`src/rtl/temperature_sampler_pkg.sv`:
```
// Shared definitions for the temperature sampler and its TLC549 reader:
// default timing parameters, ADC fault codes and FSM state types.
package temperature_sampler_pkg;

  localparam int unsigned DEF_CLK_DIV   = 25;
  localparam int unsigned DEF_CONV_WAIT = 1000;
  localparam int unsigned DEF_AVG_LOG2  = 3;

  // Rail values returned by an open or shorted sensor.
  localparam logic [7:0] FAULT_CODE_LO = 8'h00;
  localparam logic [7:0] FAULT_CODE_HI = 8'hFF;

  // Sampler sequencing; READ covers the reader's SETUP and SHIFT phases.
  typedef enum logic [1:0] {
    SMP_WAIT,
    SMP_READ,
    SMP_ACCUM
  } smp_state_e;

  typedef enum logic [1:0] {
    RD_IDLE,
    RD_SETUP,
    RD_SHIFT
  } rd_state_e;

  function automatic logic is_fault_code(input logic [7:0] s);
    return (s == FAULT_CODE_LO) || (s == FAULT_CODE_HI);
  endfunction

endpackage

```
`src/rtl/temperature_sampler_tlc549_reader.sv`:
```
// tlc549_reader: one serial read of an 8-bit TLC549-style ADC.
// A start pulse runs SETUP (adcCs low, CLK_DIV+2 clocks) then SHIFT
// (8 I/O periods, CLK_DIV clocks per half). Data is synchronized by two
// flops and shifted in MSB first on the last clock of each low half.
// Ports:
//   clk_i       system clock
//   rst_ni      asynchronous active-low reset
//   start_i     begin a frame (honoured only when idle)
//   adc_data_i  ADC serial data, asynchronous
//   adc_cs_o    registered chip select, active low
//   adc_clk_o   registered ADC I/O clock
//   sample_o    last assembled sample
//   done_o      1-clock pulse in the final SHIFT clock; sample_o is valid
module tlc549_reader
  import temperature_sampler_pkg::*;
#(
  parameter int unsigned CLK_DIV = DEF_CLK_DIV
) (
  input  logic       clk_i,
  input  logic       rst_ni,
  input  logic       start_i,
  input  logic       adc_data_i,
  output logic       adc_cs_o,
  output logic       adc_clk_o,
  output logic [7:0] sample_o,
  output logic       done_o
);

  localparam int unsigned CNT_W = $clog2(CLK_DIV + 2);

  rd_state_e        state_q, state_d;
  logic [CNT_W-1:0] cnt_q, cnt_d;
  logic [3:0]       half_q, half_d;
  logic [7:0]       shreg_q, shreg_d;
  logic             sync1_q, sync2_q;
  logic             cs_q, cs_d;
  logic             sclk_q, sclk_d;
  logic             done_q, done_d;

  always_comb begin
    state_d = state_q;
    cnt_d   = cnt_q;
    half_d  = half_q;
    shreg_d = shreg_q;
    done_d  = 1'b0;
    unique case (state_q)
      RD_IDLE: begin
        if (start_i) begin
          state_d = RD_SETUP;
          cnt_d   = '0;
        end
      end
      RD_SETUP: begin
        if (cnt_q == CNT_W'(CLK_DIV + 1)) begin
          state_d = RD_SHIFT;
          cnt_d   = '0;
          half_d  = '0;
        end else begin
          cnt_d = cnt_q + CNT_W'(1);
        end
      end
      RD_SHIFT: begin
        if (cnt_q == CNT_W'(CLK_DIV - 1)) begin
          cnt_d = '0;
          if (!half_q[0]) begin
            shreg_d = {shreg_q[6:0], sync2_q};
          end
          if (half_q == 4'd15) begin
            state_d = RD_IDLE;
          end else begin
            half_d = half_q + 4'd1;
          end
        end else begin
          cnt_d = cnt_q + CNT_W'(1);
        end
        if ((half_q == 4'd15) && (cnt_q == CNT_W'(CLK_DIV - 2))) begin
          done_d = 1'b1;
        end
      end
      default: state_d = RD_IDLE;
    endcase
  end

  // Outputs are registered from the next state. adcCs rises one clock after
  // the final adcClk fall so the two pins never toggle on the same edge.
  always_comb begin
    sclk_d = (state_d == RD_SHIFT) && half_d[0];
    cs_d   = (state_d == RD_IDLE) && (state_q != RD_SHIFT);
  end

  always_ff @(posedge clk_i or negedge rst_ni) begin
    if (!rst_ni) begin
      state_q <= RD_IDLE;
      cnt_q   <= '0;
      half_q  <= '0;
      shreg_q <= '0;
      sync1_q <= 1'b0;
      sync2_q <= 1'b0;
      cs_q    <= 1'b1;
      sclk_q  <= 1'b0;
      done_q  <= 1'b0;
    end else begin
      state_q <= state_d;
      cnt_q   <= cnt_d;
      half_q  <= half_d;
      shreg_q <= shreg_d;
      sync1_q <= adc_data_i;
      sync2_q <= sync1_q;
      cs_q    <= cs_d;
      sclk_q  <= sclk_d;
      done_q  <= done_d;
    end
  end

  assign adc_cs_o  = cs_q;
  assign adc_clk_o = sclk_q;
  assign sample_o  = shreg_q;
  assign done_o    = done_q;

endmodule

```
`src/rtl/temperature_sampler.sv`:
```
// temperature_sampler: free-running ADC sampler that averages 2^AVG_LOG2
// conversions (rounded) into the temperature code `curr`.
// Optional feature macro: TEMP_SAMPLER_FAULT_EN (rail samples rejected,
// sensorFault output present).
// Ports:
//   clock        system clock
//   resetN       asynchronous active-low reset
//   enable       run frames; when low the current frame completes, then idle
//   adcData      ADC serial data
//   adcCs        ADC chip select, active low
//   adcClk       ADC I/O clock
//   curr         averaged temperature code
//   currValid    1-cycle pulse when curr updates
//   sensorFault  last sample was a rail value (TEMP_SAMPLER_FAULT_EN only)
module temperature_sampler
  import temperature_sampler_pkg::*;
#(
  parameter int unsigned CLK_DIV   = DEF_CLK_DIV,
  parameter int unsigned CONV_WAIT = DEF_CONV_WAIT,
  parameter int unsigned AVG_LOG2  = DEF_AVG_LOG2
) (
  input  logic       clock,
  input  logic       resetN,
  input  logic       enable,
  input  logic       adcData,
  output logic       adcCs,
  output logic       adcClk,
  output logic [7:0] curr,
  output logic       currValid
`ifdef TEMP_SAMPLER_FAULT_EN
  ,
  output logic       sensorFault
`endif
);

  localparam int unsigned TMR_W = (CONV_WAIT > 1) ? $clog2(CONV_WAIT) : 1;
  localparam int unsigned SUM_W = 8 + AVG_LOG2;
  localparam int unsigned CNT_W = AVG_LOG2 + 1;
  localparam logic [CNT_W-1:0] NSAMP     = CNT_W'(2 ** AVG_LOG2);
  localparam logic [SUM_W-1:0] ROUND_ADD = SUM_W'(2 ** (AVG_LOG2 - 1));

  smp_state_e       state_q, state_d;
  logic [TMR_W-1:0] timer_q, timer_d;
  logic [SUM_W-1:0] sum_q, sum_d, sum_acc;
  logic [CNT_W-1:0] cnt_q, cnt_d, cnt_acc;
  logic [7:0]       curr_q, curr_d;
  logic             valid_q, valid_d;
  logic             accept;
  logic             rd_start, rd_done;
  logic [7:0]       rd_sample;
`ifdef TEMP_SAMPLER_FAULT_EN
  logic             fault_q, fault_d;
`endif

  tlc549_reader #(
    .CLK_DIV(CLK_DIV)
  ) u_reader (
    .clk_i     (clock),
    .rst_ni    (resetN),
    .start_i   (rd_start),
    .adc_data_i(adcData),
    .adc_cs_o  (adcCs),
    .adc_clk_o (adcClk),
    .sample_o  (rd_sample),
    .done_o    (rd_done)
  );

  always_comb begin
    state_d  = state_q;
    timer_d  = timer_q;
    sum_d    = sum_q;
    cnt_d    = cnt_q;
    curr_d   = curr_q;
    valid_d  = 1'b0;
    rd_start = 1'b0;
    accept   = 1'b0;
`ifdef TEMP_SAMPLER_FAULT_EN
    fault_d  = fault_q;
`endif
    sum_acc  = sum_q + SUM_W'(rd_sample);
    cnt_acc  = cnt_q + CNT_W'(1);
    unique case (state_q)
      SMP_WAIT: begin
        // Timer saturates at the end of the wait so a late enable starts at once.
        if (timer_q == TMR_W'(CONV_WAIT - 1)) begin
          if (enable) begin
            rd_start = 1'b1;
            state_d  = SMP_READ;
          end
        end else begin
          timer_d = timer_q + TMR_W'(1);
        end
      end
      SMP_READ: begin
        if (rd_done) state_d = SMP_ACCUM;
      end
      SMP_ACCUM: begin
        state_d = SMP_WAIT;
        timer_d = '0;
`ifdef TEMP_SAMPLER_FAULT_EN
        accept  = !is_fault_code(rd_sample);
        fault_d = !accept;
`else
        accept  = 1'b1;
`endif
        if (accept) begin
          if (cnt_acc == NSAMP) begin
            // Rounded mean never exceeds 255, so truncation is exact.
            curr_d  = 8'((sum_acc + ROUND_ADD) >> AVG_LOG2);
            valid_d = 1'b1;
            sum_d   = '0;
            cnt_d   = '0;
          end else begin
            sum_d = sum_acc;
            cnt_d = cnt_acc;
          end
        end
      end
      default: state_d = SMP_WAIT;
    endcase
  end

  always_ff @(posedge clock or negedge resetN) begin
    if (!resetN) begin
      state_q <= SMP_WAIT;
      timer_q <= '0;
      sum_q   <= '0;
      cnt_q   <= '0;
      curr_q  <= '0;
      valid_q <= 1'b0;
`ifdef TEMP_SAMPLER_FAULT_EN
      fault_q <= 1'b0;
`endif
    end else begin
      state_q <= state_d;
      timer_q <= timer_d;
      sum_q   <= sum_d;
      cnt_q   <= cnt_d;
      curr_q  <= curr_d;
      valid_q <= valid_d;
`ifdef TEMP_SAMPLER_FAULT_EN
      fault_q <= fault_d;
`endif
    end
  end

  assign curr      = curr_q;
  assign currValid = valid_q;
`ifdef TEMP_SAMPLER_FAULT_EN
  assign sensorFault = fault_q;
`endif

endmodule
```
`config.mk`:
```
export PLATFORM = sky130hd
export DESIGN_NAME = temperature_sampler
export DESIGN_NICKNAME = d
export VERILOG_FILES = /design/src/rtl/temperature_sampler_pkg.sv /design/src/rtl/temperature_sampler_tlc549_reader.sv /design/src/rtl/temperature_sampler.sv
export SDC_FILE = /design/constraint.sdc
export NUM_CORES = 1
export LEC_CHECK = 0
export BUFFER_PORTS_ARGS = -buffer_cell sky130_fd_sc_hd__buf_4
export CORE_MARGIN = 8
export CORE_UTILIZATION = 31
export DETAILED_ROUTE_END_ITERATION = 16
export GPL_ROUTABILITY_DRIVEN = 0
export PLACE_DENSITY = 0.56
export SKIP_LAST_GASP = 1
export SYNTH_ARGS = -nofsm -noshare
export SYNTH_HDL_FRONTEND = slang
export SYNTH_SLANG_ARGS = --single-unit
```
`constraint.sdc`:
```
create_clock -name clock -period 2.6 [get_ports clock]
set_input_delay 0.52 -clock clock [delete_from_list [all_inputs] [get_ports clock]]
set_output_delay 0.52 -clock clock [all_outputs]
set_load 0.01 [all_outputs]
```
==> impl_metrics.ini, run 1 <==
[cells_and_area]
num-nets-final = 444
nFillCells = 1074
finalNonFillerCells = 563
seq_area_sq_um = 1503
post_route_cells_drive_above_1_share_pct = 23.64
area_of_the_multi_input_gates_sq_um = 1847
antenna-diode-count = 0
areaGrowthSynthToFinish_pct = 25.64

[run_status]
violations = negative setup slack
run_status = finished, violations left

[global_route]
grt_start_max_net_pins = 61
grt_pass1_vias = 2619
groute.usage.overall_pct = 10.32
total_overflow_reported_by_the_global_router = 0
antenna_found_initial = 0
grt_pass1_wl_um = 12210

[die]
core.rowCount = 38
floorplan.initialDensity_pct = 31.47
fp.dieArea_sq_um = 14450
core_sq_um = 10700
floorplan.io_pins = 15
die_height_um = 120.2
chipWidth_um = 120.2

[sta]
final_setup_slack_of_the_worst_path_ns = -0.2766
timing.final.max_slew_violations = 0
finalClockSkew_ns = 0.007996
grt_setup_unrepaired = yes
timing.final.crit_period_ns = 2.877
timing_hold_violations_final = 0
layout_worst_path_cycle_share_pct = 110.6
max-slew-margin-rel_pct = 49.58
worstMarginPinSlew_ns = 0.7563
maxClockFrequency_mhz = 347.6
fin_worst_hold_slack_ns = 0.2568
final_setup_vio_count = 3

[worst_setup_path]
worstPathRequired_ns = 2.82
r2r_start = u_reader.sample_o[1]$_DFFE_PN0P_
arrival_ns = 3.09
critPathCaptureType = flip-flop
startpoint = u_reader.sample_o[1]$_DFFE_PN0P_
worstSetupStartpointType = flip-flop
critical_path_class = reg -> reg
worstPathMaxFanout = 2

[place]
dpl.hpwl_um = 5110
placedCellCount = 540
placement.io_buffers = 14
place_ws_ns = -0.3004

[route]
final_antenna_net_count = 0
routed_wirelength_normalized_by_instance_count_um = 12.78
drt_pre_antenna_iters = 4
routed-via-count = 2762
wl_um = 7194
via_density_per_instance = 4.906
drc_marker_count_from_the_first_detailed_route_iteration = 139
post-route-drc-count = 0

[clocking]
clock_insertion_delay_worst_skew_ns = 0.33
clockRootBuffer = sky130_fd_sc_hd__clkbuf_8
cts-root-to-sink-buffers = 2
clk_pin_slew_ns = 0.07
cts_num_sinks = 60
tritoncts_clock_tree = yes
cts_made_buffers = 9
htree_levels = 3

[pwr]
ir_worst_vdd_uv = 292.4
power.density_nw_per_um2 = 446.9
p_leak_nw = 1.964
power_frac_seq_pct = 49.6
total_power_mw = 1.891
p_clk_share_pct = 49.2
power_report.internal_total_mw = 1.506
power.share.switching_pct = 20.35
power.switching_mw = 0.3848
comb_power_share_pct = 1.2

[synth]
synth.most_common_cell = sky130_fd_sc_hd__dfrtp_1
share_of_the_synthesized_area_in_the_top_cell_type_pct = 43.85
ys_seq_area_share_pct = 44.63
synth_common_cells = 59 x sky130_fd_sc_hd__dfrtp_1, 56 x sky130_fd_sc_hd__nand2_1, 38 x sky130_fd_sc_hd__o21ai_0
synth_flop_cell = sky130_fd_sc_hd__dfrtp_1
post_synth_num_cell_types = 55
post_synth_main_area_contributors = sky130_fd_sc_hd__dfrtp_1 44%, sky130_fd_sc_hd__ha_1 7.8%, sky130_fd_sc_hd__nand2_1 6.2%
synth_async_sr_flop_share_pct = 100.0
synth_seq_cells = 60
syn_nets = 382
synth_area_per_cell_sq_um = 9.458
netlist_area_sq_um = 3367
synthesis.instances = 356
yosysWarnings = 0
synth_largest_area_cell = sky130_fd_sc_hd__dfrtp_1
synth-edff-count = 0

[flow_run]
cap_viol_max_count = 0

[hold_path]
hp-class = in -> async
[worst paths after layout]
path	endpoint	slack, ns	cells past startpoint
worst max-delay path	curr[7]$_DFFE_PN0P_	-0.28	9
worst min-delay path	timer_q[5]$_DFFE_PN0P_	0.26	1
worst max register to register	curr[7]$_DFFE_PN0P_	-0.28	9
worst min register to register	u_reader.sync2_q$_DFF_PN0_	0.36	0
max in group asynchronous	sum_q[6]$_DFFE_PN0P_	1.84	1
min in group clock	u_reader.sync1_q$_DFF_PN0_	0.29	1
[worst max-delay path, stage by stage, from the launching register on]
cell and delay [ns]:
sky130_fd_sc_hd__dfrtp_1 0.39, sky130_fd_sc_hd__ha_1 0.31, sky130_fd_sc_hd__a21o_1 0.20, sky130_fd_sc_hd__a21oi_2 0.16
sky130_fd_sc_hd__xnor2_2 0.14, sky130_fd_sc_hd__ha_2 0.20, sky130_fd_sc_hd__or3b_4 0.37, sky130_fd_sc_hd__or4_4 0.43
sky130_fd_sc_hd__o311a_1 0.31, sky130_fd_sc_hd__a221o_1 0.25
[timing repair]
| action | 4_1_cts | 5_1_grt |
|---|---|---|
| setup endpoints to repair | 3 | 4 |
| resized for setup | 5 | 4 |
| hold buffers | 0 | 0 |
| setup buffers | 4 | 3 |
| cloned | 0 | 0 |
| hold endpoints to repair | 0 | 0 |
| pin swaps | 7 | 10 |
[cell type report]
cell class,count,area share [%]
well taps,140,4.141
inverters,13,1.154
repair buffers,58,10.38
flip-flops and latches,60,35.52
clock inverters,4,1.715
clock buffers,12,3.431
multi-input cells,276,43.66
[registers in the layout (all words and copies together) (netlist names)]
| signal | cells |
|---|---|
| u_reader.adc_clk_o | 1 |
| cnt_q | 4 |
| u_reader.sample_o | 8 |
| u_reader.sync2_q | 1 |
| sum_q | 11 |
| u_reader.done_o | 1 |
| u_reader.half_q | 4 |
| timer_q | 10 |
| curr | 8 |
| u_reader.adc_cs_o | 1 |
| state_q | 2 |
| u_reader.cnt_q | 5 |
| u_reader.state_q | 2 |
| u_reader.sync1_q | 1 |
| currValid | 1 |
[routing by layer]
metal / global-route usage (%) / up-vias / wire length [um] / share of wire [%]
met4: 3.513 / 0 / 102 / 1.4
li1: - / 1410 / - / -
met1: 12.96 / 1308 / 3545 / 49
met3: 2.937 / 11 / 275 / 3.8
met2: 16.73 / 33 / 3272 / 45
met5: 0 / - / 0 / 0
[cell usage in the layout (no fill, tap or decap), drive strengths merged, types with 3 or more instances in the layout]
master,instances
nand4b,3
or4,3
and3,3
nor2,16
a21oi,20
o211ai,4
inv,13
dfrtp,59
mux2,8
a21o,3
clkbuf,12
nand3,18
xor2,4
ha,21
nor3,9
nand2b,4
nand2,56
and2,3
o31ai,7
o21ai,39
buf,58
or3,3
nand4,7
xnor2,12
[kinds of logic (layout without fill, tap and decap cells)]
group	Yosys count	count (layout)	share of synthesized area [%]
buf+inv	20	87	2.230
xor+xnor	16	16	4.162
mux	10	10	3.270
compound gates	93	93	17.43
fa+ha+maj	22	22	8.398
simple gates	135	135	19.88
flops	60	60	44.63
[power by group through the flow]
stage / clock, mW / sequential [mW] / combinational (mW)
after floorplan: 0 / 0.954 / 0.00120
after global placement: 0 / 0.954 / 0.0253
after detailed placement: 0 / 0.954 / 0.0254
after CTS: 0.959 / 0.937 / 0.0253
after global routing: 1.00 / 0.936 / 0.0282
final: 0.930 / 0.937 / 0.0233
[per-stage QoR]
stage          setup TNS (ns)  util (%)  instance area [sq um]
2_1_floorplan         -0.2727         -                   3392
3_3_place_gp          -0.4482     36.68                   3924
3_5_place_dp          -0.5059     36.68                   3924
4_1_cts               -0.4013     39.13                   4187
5_1_grt               -0.7678     39.54                   4230
6_report              -0.3639     39.54                   4230
(Power assumes the default switching activity.)
==> inputs of run 2 (changes only) <==
--- a/config.mk
+++ b/config.mk
@@ -12,6 +12,8 @@
 export GPL_ROUTABILITY_DRIVEN = 0
 export PLACE_DENSITY = 0.56
 export SKIP_LAST_GASP = 1
+export SLEW_MARGIN = 20
 export SYNTH_ARGS = -nofsm -noshare
 export SYNTH_HDL_FRONTEND = slang
 export SYNTH_SLANG_ARGS = --single-unit
+export TNS_END_PERCENT = 30
==> run 2 against run 1 <==
The flow still finishes with violations (negative setup slack). Clock power barely moved. Routed wire length fell by 1.1%. Critical path depth did not move. Via count fell by 1.1%. Clock skew barely moved. Register-to-register slack barely moved. Core utilization fell by 0.48 points. Non-clock buffer count fell by 3. Die area did not move. Global-route usage barely moved. Total power fell by 0.15%. Critical path type unchanged. Highest routed layer unchanged.
==> impl_metrics.ini, run 2 (synthesis gave the netlist of run 1 again) <==
[cells_and_area]
max_flop_register = sum_q
areaGrowthSynthToFinish_pct = 24.12
post_route_cells_drive_above_1_share_pct = 22.38
finalInstanceArea_sq_um = 4179
nFillCells = 1081
num-nets-final = 441
final_common_cell = sky130_fd_sc_hd__dfrtp_1
utilization_pct = 39.06
seq_area_sq_um = 1503
antenna-diode-count = 0
top_library_cells_by_usage_in_the_layout_fill_and_taps_aside = 59 x sky130_fd_sc_hd__dfrtp_1, 56 x sky130_fd_sc_hd__nand2_1, 55 x sky130_fd_sc_hd__buf_4, 38 x sky130_fd_sc_hd__o21ai_0
largest_reg_flops = 11
registers_with_the_most_flip_flops = sum_q x11, timer_q x10
area_of_the_multi_input_gates_sq_um = 1822

[die]
die_height_um = 120.2
floorplan.io_pins = 15
floorplan.initialDensity_pct = 31.47
chipWidth_um = 120.2
core.rowCount = 38
fp.dieArea_sq_um = 14450
core_sq_um = 10700

[clocking]
clockRootBuffer = sky130_fd_sc_hd__clkbuf_8
tritoncts_clock_tree = yes
clk_pin_slew_ns = 0.07
htree_levels = 3
cts_num_sinks = 60
clock_insertion_delay_worst_skew_ns = 0.33
cts_made_buffers = 9
cts-root-to-sink-buffers = 2
hold_buffers_post_cts = 0

[place]
detailed_place.area_sq_um = 3924
place_ws_ns = -0.3004
placement.io_buffers = 14
dpl.hpwl_um = 5110

[flow_run]
cap_viol_max_count = 0

[pwr]
p_leak_nw = 1.943
power.share.switching_pct = 20.24
power_frac_seq_pct = 49.6
power_report.internal_total_mw = 1.506
total_power_mw = 1.888
comb_power_share_pct = 1.2
ir_worst_vdd_uv = 292.4
power.density_nw_per_um2 = 451.7
p_clk_share_pct = 49.1
power.switching_mw = 0.3820

[sta]
timing.final.crit_period_ns = 2.866
grt_setup_unrepaired = yes
timing.final.max_slew_violations = 0
timing_hold_violations_final = 0
final_setup_slack_of_the_worst_path_ns = -0.2657
worstMarginPinSlew_ns = 0.7532
finalClockSkew_ns = 0.008304
layout_worst_path_cycle_share_pct = 110.2
fin_worst_hold_slack_ns = 0.2603
final_setup_vio_count = 3
max-slew-margin-rel_pct = 49.79
maxClockFrequency_mhz = 349.0

[run_status]
run_status = finished, violations left
violations = negative setup slack

[hold_path]
hp-class = in -> async

[worst_setup_path]
critPathCaptureType = flip-flop
startpoint = u_reader.sample_o[1]$_DFFE_PN0P_
setup.worst_path.end = curr[7]$_DFFE_PN0P_
worstPathMaxFanout = 2
worstPathRequired_ns = 2.82
critical_path_class = reg -> reg
worst_r2r_path_depth = 9
worstSetupStartpointType = flip-flop
arrival_ns = 3.08
ff2ff_setup_slack_ns = -0.27
r2r-end = curr[7]$_DFFE_PN0P_
r2r_start = u_reader.sample_o[1]$_DFFE_PN0P_

[global_route]
groute.usage.overall_pct = 10.28
grt_start_max_net_pins = 61
total_overflow_reported_by_the_global_router = 0
grt_pass1_vias = 2614
grt_pass1_wl_um = 12160
antenna_found_initial = 0

[route]
final_antenna_net_count = 0
wl_um = 7116
post-route-drc-count = 0
via_density_per_instance = 4.877
routed_wirelength_normalized_by_instance_count_um = 12.71
routed-via-count = 2731
drt_pre_antenna_iters = 4
drc_marker_count_from_the_first_detailed_route_iteration = 140
run 2: changes by cell type in the layout (fill, tap and decap cells not counted):
cell / previous run / this run
sky130_fd_sc_hd__xnor2_1: 9 / 11
sky130_fd_sc_hd__xnor2_2: 3 / 1
sky130_fd_sc_hd__a21o_4: 1 / 0
sky130_fd_sc_hd__o21ai_0: 37 / 38
sky130_fd_sc_hd__a21o_2: 0 / 1
sky130_fd_sc_hd__buf_6: 1 / 0
sky130_fd_sc_hd__o21ai_2: 2 / 1
sky130_fd_sc_hd__buf_4: 57 / 55
run 2: worst max-delay path: stages (launching register included):
cell,delay (ns)
sky130_fd_sc_hd__dfrtp_1,0.39
sky130_fd_sc_hd__ha_1,0.31
sky130_fd_sc_hd__a21o_1,0.20
sky130_fd_sc_hd__a21oi_2,0.16
sky130_fd_sc_hd__xnor2_2,0.14
sky130_fd_sc_hd__ha_2,0.20
sky130_fd_sc_hd__or3b_4,0.37
sky130_fd_sc_hd__or4_4,0.43
sky130_fd_sc_hd__o311a_1,0.30
sky130_fd_sc_hd__a221o_1,0.25
run 2: worst min-delay path by stage:
stage,from,to,slack [ns],cells past startpoint
after global routing,adcData,u_reader.sync1_q$_DFF_PN0_,0.27,1
after detailed placement,u_reader.sync1_q$_DFF_PN0_,u_reader.sync2_q$_DFF_PN0_,0.34,0
after CTS,resetN,u_reader.cnt_q[2]$_DFFE_PN0P_,0.28,1
final,resetN,timer_q[5]$_DFFE_PN0P_,0.26,1
after global placement,u_reader.sync1_q$_DFF_PN0_,u_reader.sync2_q$_DFF_PN0_,0.34,0
after floorplan,resetN,cnt_q[0]$_DFFE_PN0P_,0.22,0
run 2: area by class of cell:
cell class | count | share of cell area (%)
clock buffer | 12 | 3.473
clock inverter | 4 | 1.737
inverter | 13 | 1.168
multi-input combinational | 276 | 43.59
sequential | 60 | 35.96
tap | 140 | 4.192
timing repair buffer | 55 | 9.880
run 2: metal layers:
metal / share of wire [%] / up-vias / track usage (%)
met3: 3.8 / 11 / 2.937
met2: 45 / 29 / 16.66
met4: 1.4 / 0 / 3.513
met1: 50 / 1282 / 12.90
li1: - / 1409 / -
met5: 0 / - / 0
run 2: metrics by stage:
| step | TNS, ns | instances |
|---|---|---|
| finish | -0.3587 | 560 |
| CTS | -0.4107 | 558 |
| floorplan | -0.2727 | 356 |
| global placement | -0.4482 | 540 |
| detailed placement | -0.5059 | 540 |
| global route | -0.7867 | 560 |
run 2: what timing repair did:
item,4_1_cts,5_1_grt
buffers inserted,2,2
gates resized for setup,3,0
setup endpoints to repair,3,4
pin swaps,4,4
run 2: power by group through the flow:
stage	registers [mW]	logic, mW	clock network, mW
finish	0.937	0.0232	0.928
global route	0.936	0.0282	1.00
CTS	0.937	0.0253	0.959
detailed placement	0.954	0.0254	0
global placement	0.954	0.0253	0
floorplan	0.954	0.00120	0
==> inputs of run 3 (changes only) <==
--- a/config.mk
+++ b/config.mk
@@ -11,6 +11,7 @@
 export DETAILED_ROUTE_END_ITERATION = 16
 export GPL_ROUTABILITY_DRIVEN = 0
 export PLACE_DENSITY = 0.56
+export RECOVER_POWER = 25
 export SKIP_LAST_GASP = 1
 export SLEW_MARGIN = 20
 export SYNTH_ARGS = -nofsm -noshare
==> run 3 against run 2 <==
The run still ends with negative setup slack left. First-iteration DRC count grew 2.1%. Flip-flop and latch count is the same. Core utilization is essentially flat. Clock power is essentially flat. Clock-buffer cell count is the same. Clock skew is essentially flat. Critical path type unchanged.
==> impl_metrics.ini, run 3 (synthesis gave the netlist of run 1 again) <==
[run_status]
run_status = finished, violations left
violations = negative setup slack

[cells_and_area]
finalInstanceArea_sq_um = 4177
antenna-diode-count = 0
nFillCells = 1080
final_common_cell = sky130_fd_sc_hd__dfrtp_1
registers_with_the_most_flip_flops = sum_q x11, timer_q x10
num-nets-final = 441
largest_reg_flops = 11
post_route_cells_drive_above_1_share_pct = 22.38
finalNonFillerCells = 560
top_library_cells_by_usage_in_the_layout_fill_and_taps_aside = 59 x sky130_fd_sc_hd__dfrtp_1, 56 x sky130_fd_sc_hd__nand2_1, 53 x sky130_fd_sc_hd__buf_4, 38 x sky130_fd_sc_hd__o21ai_0
areaGrowthSynthToFinish_pct = 24.04
max_flop_register = sum_q

[route]
drt_pre_antenna_iters = 4
routed-via-count = 2738
wl_um = 7121
final_antenna_net_count = 0
via_density_per_instance = 4.889
routed_wirelength_normalized_by_instance_count_um = 12.72
post-route-drc-count = 0
drc_marker_count_from_the_first_detailed_route_iteration = 143

[pwr]
p_leak_nw = 1.943
power.density_nw_per_um2 = 451.9
ir_worst_vdd_uv = 292.0
total_power_mw = 1.887

[flow_run]
cap_viol_max_count = 0

[clocking]
cts-root-to-sink-buffers = 2
tritoncts_clock_tree = yes
htree_levels = 3
clockRootBuffer = sky130_fd_sc_hd__clkbuf_8
cts_made_buffers = 9
clk_pin_slew_ns = 0.07
hold_buffers_post_cts = 0
clock_insertion_delay_worst_skew_ns = 0.33
cts_num_sinks = 60

[global_route]
grt_start_max_net_pins = 61
total_overflow_reported_by_the_global_router = 0
grt_pass1_vias = 2614
grt_pass1_wl_um = 12160
groute.usage.overall_pct = 10.28
antenna_found_initial = 0

[sta]
grt_setup_unrepaired = yes
final_setup_vio_count = 3
final_setup_slack_of_the_worst_path_ns = -0.2656
timing_hold_violations_final = 0
fin_worst_hold_slack_ns = 0.3150
worstMarginPinSlew_ns = 1.483
layout_worst_path_cycle_share_pct = 110.2
maxClockFrequency_mhz = 349.0
timing.final.crit_period_ns = 2.866
max-slew-margin-rel_pct = 1.125
finalClockSkew_ns = 0.008304
timing.final.max_slew_violations = 0

[die]
fp.dieArea_sq_um = 14450
core.rowCount = 38
floorplan.io_pins = 15
core_sq_um = 10700
chipWidth_um = 120.2
die_height_um = 120.2
floorplan.initialDensity_pct = 31.47

[worst_setup_path]
worstPathRequired_ns = 2.82
arrival_ns = 3.08
worstPathMaxFanout = 2
worstSetupStartpointType = flip-flop
critical_path_class = reg -> reg
critPathCaptureType = flip-flop

[hold_path]
hp-class = in -> reg

[place]
dpl.hpwl_um = 5110
placement.io_buffers = 14
placedCellCount = 540
detailed_place.area_sq_um = 3924
place_ws_ns = -0.3004
-- run 3: final cells by class --
type	instances	area, sq um	share of cell area, %
clock buffer	12	145.1	3.475
timing repair buffer	55	410.4	9.826
multi-input combinational	276	1822	43.62
sequential	60	1503	35.98
inverter	13	48.80	1.168
clock inverter	4	72.57	1.738
tap	140	175.2	4.194
-- run 3: per-stage QoR --
step | utilization (%) | setup TNS (ns)
floorplan | - | -0.2727
global placement | 36.68 | -0.4482
detailed placement | 36.68 | -0.5059
CTS | 38.92 | -0.4107
global route | 39.04 | -0.7867
finish | 39.04 | -0.3583
-- run 3: final timing paths --
path	start	endpoint	slack [ns]	cells past startpoint
worst min register to register	u_reader.sync1_q$_DFF_PN0_	u_reader.sync2_q$_DFF_PN0_	0.36	0
min in group asynchronous	resetN	timer_q[5]$_DFFE_PN0P_	0.55	1
worst max-delay path	u_reader.sample_o[1]$_DFFE_PN0P_	curr[7]$_DFFE_PN0P_	-0.27	9
worst max register to register	u_reader.sample_o[1]$_DFFE_PN0P_	curr[7]$_DFFE_PN0P_	-0.27	9
max in group asynchronous	resetN	sum_q[6]$_DFFE_PN0P_	1.17	1
worst min-delay path	adcData	u_reader.sync1_q$_DFF_PN0_	0.31	1
-- run 3: per-layer routing --
metal  global-route usage [%]  share of wire, %
met1                    12.90                50
met2                    16.66                45
met3                    2.937               3.8
met4                    3.513               1.4
met5                        0                 0
-- run 3: critical path, stage by stage, from the launching register on --
cell	delay [ns]
sky130_fd_sc_hd__dfrtp_1	0.39
sky130_fd_sc_hd__ha_1	0.31
sky130_fd_sc_hd__a21o_1	0.20
sky130_fd_sc_hd__a21oi_2	0.16
sky130_fd_sc_hd__xnor2_2	0.14
sky130_fd_sc_hd__ha_2	0.20
sky130_fd_sc_hd__or3b_4	0.37
sky130_fd_sc_hd__or4_4	0.43
sky130_fd_sc_hd__o311a_1	0.30
sky130_fd_sc_hd__a221o_1	0.25
-- run 3: power breakdown --
| part | internal (mW) | leakage [nW] | switching [mW] |
|---|---|---|---|
| registers | 0.936 | 0.799 | 0.00102 |
| clock network | 0.565 | 0.107 | 0.362 |
| logic | 0.00415 | 1.04 | 0.0186 |
| total | 1.51 | 1.94 | 0.382 |
-- run 3: timing repair --
action,4_1_cts,5_1_grt
pin swaps,4,4
setup buffers,2,2
setup endpoints to repair,3,4
resized for setup,3,0
hold endpoints to repair,0,0
